--- src/rtl/shift.sv ---
// 32-bit registered barrel shifter: SLL, SRL and SRA with a one-cycle latency.
// Left shifts reuse the right-shift network by bit-reversing the operand and result.
module shift (
  input  logic        clk,
  input  logic        reset,
  output logic [31:0] sh,
  input  logic [31:0] data,
  input  logic [4:0]  shift_amount,
  input  logic        right,
  input  logic        arithmetic
);

  logic            fill;
  logic [31:0]     operand;
  logic [31:0]     result;
  logic [5:0][31:0] stage;

  function automatic logic [31:0] reverse32(input logic [31:0] v);
    logic [31:0] r;
    for (int i = 0; i < 32; i++) begin
      r[i] = v[31-i];
    end
    return r;
  endfunction

  // Only an arithmetic right shift pulls in the sign; left and logical right fill with zero.
  assign fill    = data[31] & right & arithmetic;
  assign operand = right ? data : reverse32(data);
  assign stage[0] = operand;

  for (genvar k = 0; k < 5; k++) begin : g_level
    localparam int S = 1 << k;
    assign stage[k+1] = shift_amount[k] ? {{S{fill}}, stage[k][31:S]} : stage[k];
  end

  assign result = right ? stage[5] : reverse32(stage[5]);

  // NOTE: state registers use non-blocking assignments so every flop samples pre-edge values.
  always_ff @(posedge clk) begin
    if (reset) begin
      sh <= '0;
    end else begin
      sh <= result;
    end
  end

endmodule

--- config.mk ---
export PLATFORM = sky130hd
export DESIGN_NAME = shift
export DESIGN_NICKNAME = d
export VERILOG_FILES = /design/src/rtl/shift.sv
export SDC_FILE = /design/constraint.sdc
export NUM_CORES = 1
export LEC_CHECK = 0
export ABC_AREA = 1
export CAP_MARGIN = 10
export CORE_MARGIN = 1.5
export CORE_UTILIZATION = 25
export DETAILED_ROUTE_END_ITERATION = 16
export PLACE_DENSITY = 0.45
export SYNTH_ARGS = -nofsm -noshare
export SYNTH_HDL_FRONTEND = slang
export SYNTH_SLANG_ARGS = --single-unit
--- constraint.sdc ---
create_clock -name clk -period 2.91 [get_ports clk]
set_input_delay 0.582 -clock clk [delete_from_list [all_inputs] [get_ports clk]]
set_output_delay 0.582 -clock clk [all_outputs]
set_load 0.02 [all_outputs]
==> key figures, run 1 <==
Outcome
  – Outcome: complete, no violations

Floorplan
  – Die height: about 120 um
  – I/O Pins: between 70 and 80
  – Core area: about 13000 um2
  – Row count: 41
  – Starting Density: between 20% and 30%
  – Die W: 118 um
  – Die ar.: about 14000 um2

Layout
  – Most frequent cells in the layout: nand3_1 (271), nand2_1 (204), clkdlybuf4s50_1 (71)
  – N_diodes: 0
  – Final core occ: around 34%
  – Largest register FFs: 32
  – # fillers: about 1500
  – Final Net Count: 715
  – Synthesis-to-finish area growth: 29.5%
  – Commonest non-fill, non-tap cell in the layout: nand3_1
  – Finished Layout Cells: roughly 850
  – Most flops, register: sh
  – Biggest registers after layout: sh: 32 flops
  – Design area: around 4300 um2
  – Share of layout cells above drive strength 1: roughly 4%

Drt
  – ANT nets after route: 0
  – Avg Vias per Cell: about 5.2
  – First-pass DRT Iterations: 5
  – Drt drc: 0
  – DR vias: 4363
  – DRT Wirelength: 12700 um
  – WL/cell: roughly 15 um
  – 1st-iter DRT viols: about 280

STA
  – Setup TNS: 0 ps
  – Slew HR: 60.2%
  – Fin crit share: between 80% and 90%
  – Fin. Hold Viols: 0
  – Fmax: between 400 and 500 MHz
  – Final min period: roughly 2300 ps
  – Setup repair after global routing missed its margin: no
  – Tightest Pin Transition: about 600 ps
  – Max Transition Viols Final: 0
  – Endpoints failing setup: 0

Logic synthesis
  – Synthesized area per cell: 5.23 um2
  – Top cells by area, synth: nand3_1 (41%), nand2_1 (23%), dfxtp_1 (19%)
  – Synthesized Nets: ~670
  – Register area share after synthesis: about a fifth
  – Share of Yosys cell area claimed by the top area cell type: between 40% and 50%
  – Yosys top cell by area: nand3_1
  – Synth warn: 0
  – Mapped Cells: 630
  – Synth cell types: 13
  – Synth Cell Area: between 3000 and 4000 um2
  – #FFs+latches synth: 32

Placed design
  – Dpl cells: between 800 and 900
  – Post-DP HPWL: between 9000 and 10000 um
  – RD Place Congestion: 0.959
  – Placed Instance Area: just over 4000 um2
  – I/O Buffers: 72

Global route
  – GRT Resource Usage Total: a little under a fifth
  – M1 GR Usage: a little under a quarter
  – Met2 usage: about a third
  – Total congestion overflow: 0
  – Number of global-route vias before repair: 4114
  – Grt met3 use: 2.42%
  – Gr busiest metal: met2
  – Largest net degree at the start of global routing: 36
  – First-pass GRT wire length: just over 20000 um
  – Antenna violations before repair: 0

Worst hold path
  – Hold Path Class: in -> reg

Clock network
  – CTS max path bufs: 2
  – Post CTS Setup Buffer Count: 0
  – Hold-fix buffer count after cts: 0
  – TritonCTS Buffers: 5
  – Clk slew on worst S/H paths: approximately 50 ps
  – # resized after CTS: 0
  – Num Clock Sinks: 32
  – Htree depth: 2
  – CTS tree: yes
  – Root buf cell: clkbuf_16

Power and ir drop
  – Peak supply drop: ~0.22 mV
  – Leak: 2.04 nW
  – PwrDens: 398 nW/um2

Critical path
  – Crit path DAT: roughly 2500 ps
  – CP Launch Type: input port
  – Kind of critical path: in -> reg
  – CP required: 3080 ps
  – CP Max Fanout: 32
  – CP Capture Type: flop

Job
  – Total of max-cap violations: 0
==> metal layers <==
| metal | vias up | wire length, um |
|---|---|---|
| li1 | 2209 | - |
| met1 | 2042 | 5950 |
| met2 | 97 | 6030 |
| met3 | 15 | 470 |
| met4 | 0 | 204 |
| met5 | - | 0 |
==> cell usage after synthesis <==
master,n
nand2_1,204
nand2_2,1
buf_2,18
buf_6,2
buf_4,4
inv_2,2
dfxtp_1,32
nor2_1,52
nand3_1,271
buf_1,17
a21oi_1,12
inv_1,6
clkbuf_1,9
==> critical path, cell delays in order <==
cell and delay, ps:
clkdlybuf4s50_1 440, inv_2 440, nand3_1 230, nand3_1 140
nand3_1 130, nand3_1 110, nand3_1 170, a21oi_1 180
nor2_1 60
==> final timing paths <==
path	from	endpoint	slack, ps	depth (start not counted)
max	shift_amount[0]	sh[11]	570	9
min	right	sh[19]	880	4
==> power by group <==
part | leakage, nW | switching [mW] | internal [mW] | total, mW
clock network | 0.0736 | 0.194 | 0.315 | 0.509
registers | 0.266 | 0.0110 | 0.476 | 0.487
logic | 1.70 | 0.434 | 0.269 | 0.704
total | 2.04 | 0.640 | 1.06 | 1.70
==> layout make-up <==
cell class | instances | area [um2] | share of cell area [%]
clock buffer | 5 | 125 | 2.93
sequential | 32 | 641 | 15.0
clock inverter | 3 | 18.8 | 0.440
inverter | 8 | 30.0 | 0.704
multi-input combinational | 540 | 2380 | 55.9
timing repair buffer | 87 | 853 | 20.0
tap | 172 | 215 | 5.04
==> stage by stage <==
stage | total power [mW] | hold slack [ps] | worst slack, ps
after floorplan | 0.944 | 769 | 1180
after global placement | 1.20 | 1170 | 300
after detailed placement | 1.20 | 1170 | 309
after CTS | 1.72 | 873 | 595
after global routing | 1.82 | 917 | 383
final | 1.70 | 880 | 572
==> logic make-up (layout without fill, tap and decap cells) <==
kind of cell | Yosys count | in the layout | share of synthesized area, %
AOI/OAI and AO/OA | 12 | 12 | 1.82
buffers and inverters | 58 | 103 | 8.20
DFF | 32 | 32 | 19.4
and+or+nand+nor | 528 | 528 | 70.5
Power figures use the tool's default switching activity.
==> run 2, diff against run 1 <==
==> constraint.sdc (replaced) <==
create_clock -name clk -period 2.2 [get_ports clk]
set_input_delay 0.44 -clock clk [delete_from_list [all_inputs] [get_ports clk]]
set_output_delay 0.44 -clock clk [all_outputs]
set_load 0.02 [all_outputs]
==> run 2 against run 1 <==
Effect of this change: sequential share of layout area fell by 0.60 points; setup slack got worse by 340 ps; sequential cell count did not move; sequential power rose by 32%; final area rose by 4.1%; cell count rose by 1.2%; power rose by 44%; non-clock buffer count rose by 10; routed wire length rose by 0.12%; via count rose by 0.44%; global-route usage rose by 0.51 points; largest power group unchanged.
==> key figures, run 2 (synthesized netlist as in run 1, its figures left out) <==
Layout
  – Biggest registers after layout: sh: 32 flops (unchanged)
  – Sequential cell area: 641 um2 (unchanged)
  – N_diodes: 0 (unchanged)
  – # fillers: 1443 (was 1479)
  – Share of layout cells above drive strength 1: 5.40% (was 4.00%)
  – Largest register FFs: 32 (unchanged)
  – Synthesis-to-finish area growth: 34.9% (was 29.5%)
  – Most flops, register: sh (unchanged)
  – Commonest non-fill, non-tap cell in the layout: nand3_1 (unchanged)
  – Most frequent cells in the layout: nand3_1 (271), nand2_1 (204), clkdlybuf4s50_1 (71) (unchanged)
  – Final Net Count: 725 (was 715)
  – Multi-input gate area: 2380 um2 (unchanged)

STA
  – Fmax: around 510 MHz
  – Tightest Pin Transition: 396 ps (was 596 ps)
  – Max Transition Viols Final: 0 (unchanged)
  – Endpoints failing setup: 0 (unchanged)
  – Final min period: between 1500 and 2000 ps
  – Fin. Hold Viols: 0 (unchanged)
  – Worst setup margin: 231 ps (was 572 ps)
  – Setup repair after global routing missed its margin: no (unchanged)
  – Fin crit share: approximately 90%
  – Slew HR: 73.5% (was 60.2%)
  – Final hold slack: 885 ps (was 880 ps)

Clock network
  – Clk slew on worst S/H paths: 50 ps (about the same)
  – # resized after CTS: 0 (unchanged)
  – Htree depth: 2 (unchanged)
  – TritonCTS Buffers: 5 (unchanged)
  – Post CTS Setup Buffer Count: 0 (unchanged)
  – CTS tree: yes (unchanged)
  – Root buf cell: clkbuf_16 (unchanged)
  – CTS max path bufs: 2 (unchanged)
  – Num Clock Sinks: 32 (unchanged)
  – Hold-fix buffer count after cts: 0 (unchanged)

Placed design
  – RD Place Congestion: 0.864 (was 0.959)
  – Pre-CTS setup slack: -36.7 ps (was 309 ps)
  – Post-DP HPWL: 9940 um (was 9730 um)
  – I/O Buffers: 72 (unchanged)

Global route
  – Largest net degree at the start of global routing: 34 (was 36)
  – First-pass GRT wire length: 21400 um (was 20800 um)
  – Total congestion overflow: 0 (unchanged)
  – Antenna violations before repair: 0 (unchanged)
  – Number of global-route vias before repair: 4194 (was 4114)
  – GRT Resource Usage Total: 18.7% (was 18.2%)

Floorplan
  – Die W: 118 um (unchanged)
  – Die height: 118 um (unchanged)
  – Die ar.: 13900 um2 (unchanged)
  – Core area: 12700 um2 (unchanged)
  – Row count: 41 (unchanged)
  – I/O Pins: 73 (unchanged)
  – Starting Density: 25.9% (unchanged)

Outcome
  – Outcome: complete, no violations (unchanged)

Drt
  – Drt drc: 0 (unchanged)
  – Avg Vias per Cell: 5.11 (was 5.15)
  – First-pass DRT Iterations: 7 (was 5)
  – 1st-iter DRT viols: 293 (was 277)
  – ANT nets after route: 0 (unchanged)
  – DRT Wirelength: 12700 um (about the same)
  – WL/cell: 14.8 um (was 14.9 um)
  – DR vias: 4382 (was 4363)

Critical path
  – CP required: 2360 ps (was 3080 ps)
  – Crit path DAT: 2130 ps (was 2510 ps)
  – CP Capture Type: flop (unchanged)
  – Kind of critical path: in -> reg (unchanged)
  – CP Launch Type: input port (unchanged)
  – CP Max Fanout: 32 (unchanged)

Worst hold path
  – Hold Path Class: in -> reg (unchanged)

Job
  – Total of max-cap violations: 0 (unchanged)

Power and ir drop
  – Overall power: 2.44 mW (was 1.70 mW)
  – Leak: 2.12 nW (was 2.04 nW)
  – PwrDens: 550 nW/um2 (was 398 nW/um2)
  – Peak supply drop: 0.313 mV (was 0.223 mV)
==> run 2: critical path, cell delays in order <==
cell and delay, ps:
clkdlybuf4s50_1 540, buf_12 210, nand3_1 120, nand3_1 140, nand3_1 140, nand3_1 170, nand3_1 120, a21oi_1 180
nor2_1 80
==> run 2: path summary, 6_finish.rpt <==
check	from	end	slack (ps)	cells after the start
max	shift_amount[0]	sh[30]	230	9
min	right	sh[9]	880	6
==> run 2: layout make-up <==
cell class | instances | area share [%]
clock buffer | 7 | 3.44
clock inverter | 1 | 0.676
inverter | 8 | 0.676
multi-input combinational | 540 | 53.6
sequential | 32 | 14.4
tap | 172 | 4.84
timing repair buffer | 97 | 22.3
==> run 2: stage by stage <==
step                      area, um2  setup TNS (ps)  std cells  utilization, %
after floorplan                3290               0        630               -
after global placement         4260            -389        849            33.5
after detailed placement       4260            -197        849            33.5
after global routing           4440               0        857            34.9
final                          4440               0        857            34.9
after CTS                      4440               0        857            34.9
==> run 2: routing by layer <==
metal / GRT usage [%] / part of all wire (%) / up-vias
met5: 0 / 0 / -
met4: 3.89 / 1.2 / 0
met3: 2.47 / 3.9 / 14
met2: 32.5 / 48 / 128
met1: 24.7 / 47 / 2010
li1: - / - / 2230
==> run 2: power by group <==
part / internal, mW / switching (mW)
clock: 0.595 / 0.244
sequential: 0.630 / 0.0155
combinational: 0.382 / 0.577
==> run 3, diff against run 2 <==
--- a/config.mk
+++ b/config.mk
@@ -8,9 +8,9 @@
 export ABC_AREA = 1
 export CAP_MARGIN = 10
 export CORE_MARGIN = 1.5
-export CORE_UTILIZATION = 25
+export CORE_UTILIZATION = 52
 export DETAILED_ROUTE_END_ITERATION = 16
-export PLACE_DENSITY = 0.45
+export PLACE_DENSITY = 0.82
 export SYNTH_ARGS = -nofsm -noshare
 export SYNTH_HDL_FRONTEND = slang
 export SYNTH_SLANG_ARGS = --single-unit
==> run 3 against run 2 <==
Effect of this change: sequential share of layout area rose by 0.79 points; worst hold slack got worse by 180 ps; die area fell by 51%; critical path type unchanged; highest routed layer unchanged.
==> key figures, run 3 (synthesized netlist as in run 1, its figures left out) <==
Layout
  – N_diodes: 0 (unchanged)
  – Largest register FFs: 32 (unchanged)
  – Final core occ: 69.9% (was 34.9%)
  – Share of layout cells above drive strength 1: 4.71% (was 5.40%)
  – Commonest non-fill, non-tap cell in the layout: nand3_1 (unchanged)
  – Most frequent cells in the layout: nand3_1 (271), nand2_1 (204), clkdlybuf4s50_1 (71) (unchanged)
  – Final Net Count: 720 (was 725)
  – Design area: 4210 um2 (was 4440 um2)
  – Most flops, register: sh (unchanged)
  – Biggest registers after layout: sh: 32 flops (unchanged)
  – Synthesis-to-finish area growth: 27.9% (was 34.9%)

STA
  – Slew HR: 63.8% (was 73.5%)
  – Endpoints failing setup: 0 (unchanged)
  – Final hold slack: 708 ps (was 885 ps)
  – Tightest Pin Transition: 542 ps (was 396 ps)
  – Fin crit share: 92.4% (was 89.5%)
  – Setup TNS: 0 ps (unchanged)
  – Final min period: 2030 ps (was 1970 ps)
  – Max Transition Viols Final: 0 (unchanged)
  – Worst setup margin: 168 ps (was 231 ps)
  – Fin. Hold Viols: 0 (unchanged)
  – Fmax: 492 MHz (was 508 MHz)
  – Setup repair after global routing missed its margin: no (unchanged)

Power and ir drop
  – Flop pwr share: 29.8% (was 26.4%)
  – Gate power share: 43.9% (was 39.2%)
  – Switching pwr: 0.811 mW (was 0.837 mW)
  – Clk pwr share: 26.2% (was 34.4%)
  – Leak: 2.06 nW (was 2.12 nW)
  – Peak supply drop: 0.410 mV (was 0.313 mV)
  – Switching share of power: 37.7% (was 34.2%)
  – Pint: 1.34 mW (was 1.61 mW)
  – PwrDens: 510 nW/um2 (was 550 nW/um2)

Worst hold path
  – Hold Crit Start: right (unchanged)
  – Hold Path End: sh[26] (was sh[9])
  – Hold Path Class: in -> reg (unchanged)
  – Hold path depth: 4 (was 6)

Critical path
  – CP Capture Type: flop (unchanged)
  – Crit path max-delay family: simple AND/OR/NAND/NOR gates (unchanged)
  – Kind of critical path: in -> reg (unchanged)
  – Worst path cell trace: clkdlybuf4s50_1, inv_2, buf_12, nand3_1, nand3_1, nand3_1, nand2_1, nand2_1, nand3_1, nand3_1, nand2_1, nor2_1 (was clkdlybuf4s50_1, buf_12, nand3_1, nand3_1, nand3_1, nand3_1, nand3_1, a21oi_1, nor2_1)
  – CP Max Fanout: 32 (unchanged)
  – Worst setup startpoint: shift_amount[0] (unchanged)
  – CP Launch Type: input port (unchanged)
  – Slowest Stage Delay on Critical Path: 510 ps (was 540 ps)
  – CP required: 2370 ps (was 2360 ps)
  – Slowest CP cell: clkdlybuf4s50_1 (unchanged)
  – WP buf/inv: 3 (was 2)
  – Crit path DAT: 2210 ps (was 2130 ps)
  – Most used cell, CP: nand3_1 (unchanged)

Drt
  – ANT nets after route: 0 (unchanged)
  – First-pass DRT Iterations: 6 (was 7)
  – DRT Wirelength: 11300 um (was 12700 um)
  – Drt drc: 0 (unchanged)
  – 1st-iter DRT viols: 492 (was 293)
  – Avg Vias per Cell: 5.92 (was 5.11)
  – DR vias: 4472 (was 4382)
  – WL/cell: 15.0 um (was 14.8 um)

Clock network
  – TritonCTS Buffers: 5 (unchanged)
  – Htree depth: 2 (unchanged)
  – Hold-fix buffer count after cts: 0 (unchanged)
  – Post CTS Setup Buffer Count: 0 (unchanged)
  – # resized after CTS: 0 (unchanged)
  – CTS max path bufs: 2 (unchanged)
  – Root buf cell: clkbuf_8 (was clkbuf_16)
  – CTS tree: yes (unchanged)
  – Clk slew on worst S/H paths: 70 ps (was 50 ps)
  – Num Clock Sinks: 32 (unchanged)

Placed design
  – RD Place Congestion: 1.03 (was 0.864)
  – I/O Buffers: 72 (unchanged)
  – Pre-CTS setup slack: -40.3 ps (was -36.7 ps)
  – Post-DP HPWL: 8560 um (was 9940 um)
  – Placed Instance Area: 4100 um2 (was 4260 um2)

Floorplan
  – Row count: 28 (was 41)
  – Die height: 82.6 um (was 118 um)
  – I/O Pins: 73 (unchanged)
  – Die ar.: 6820 um2 (was 13900 um2)
  – Core area: 6030 um2 (was 12700 um2)
  – Starting Density: 54.7% (was 25.9%)
  – Die W: 82.6 um (was 118 um)

Job
  – Total of max-cap violations: 0 (unchanged)

Global route
  – Antenna violations before repair: 0 (unchanged)
  – GRT Resource Usage Total: 34.0% (was 18.7%)
  – Number of global-route vias before repair: 3992 (was 4194)
  – Total congestion overflow: 0 (unchanged)
  – Largest net degree at the start of global routing: 66 (was 34)
  – First-pass GRT wire length: 18100 um (was 21400 um)

Outcome
  – Outcome: complete, no violations (unchanged)
-- run 3: cell types whose count changed in the layout (fill, tap and decap cells not counted) --
cell	previous run	this run
buf_4	18	13
clkbuf_16	5	0
clkbuf_8	2	5
clkinv_2	0	1
clkinvlp_4	0	1
-- run 3: cell type report --
| class | instances | area [um2] |
|---|---|---|
| Multi-Input combinational cell | 540 | 2380 |
| Fill cell | 566 | 1810 |
| Timing Repair Buffer | 92 | 953 |
| Sequential cell | 32 | 641 |
| Tap cell | 75 | 93.8 |
| Clock buffer | 5 | 68.8 |
| Clock inverter | 3 | 42.5 |
| Inverter | 8 | 30.0 |
-- run 3: power by group through the flow --
stage               logic, mW  registers (mW)  clock network (mW)
finish                  0.945           0.642               0.563
global route             1.03           0.646               0.593
CTS                     0.931           0.642               0.566
detailed placement      0.927           0.655                   0
global placement        0.914           0.654                   0
floorplan               0.531           0.717                   0
-- run 3: metal layers --
layer	vias to the layer above	track usage [%]	part of all wire, %
met3	34	5.71	7.1
met5	-	0	0
li1	2223	-	-
met2	211	59.1	47
met1	2004	42.8	43
met4	0	9.83	3.0
-- run 3: how the worst max path moves through the flow --
stage,to,depth (start not counted),slack (ps)
final,sh[16],12,170
after global routing,sh[16],12,90
after CTS,sh[15],12,250
after detailed placement,sh[29],10,-40
after global placement,sh[30],10,-10
after floorplan,sh[30],10,610
-- run 3: metrics by stage --
step	power, mW	instances
floorplan	1.25	630
global route	2.27	755
detailed placement	1.58	747
finish	2.15	755
global placement	1.57	747
CTS	2.14	755
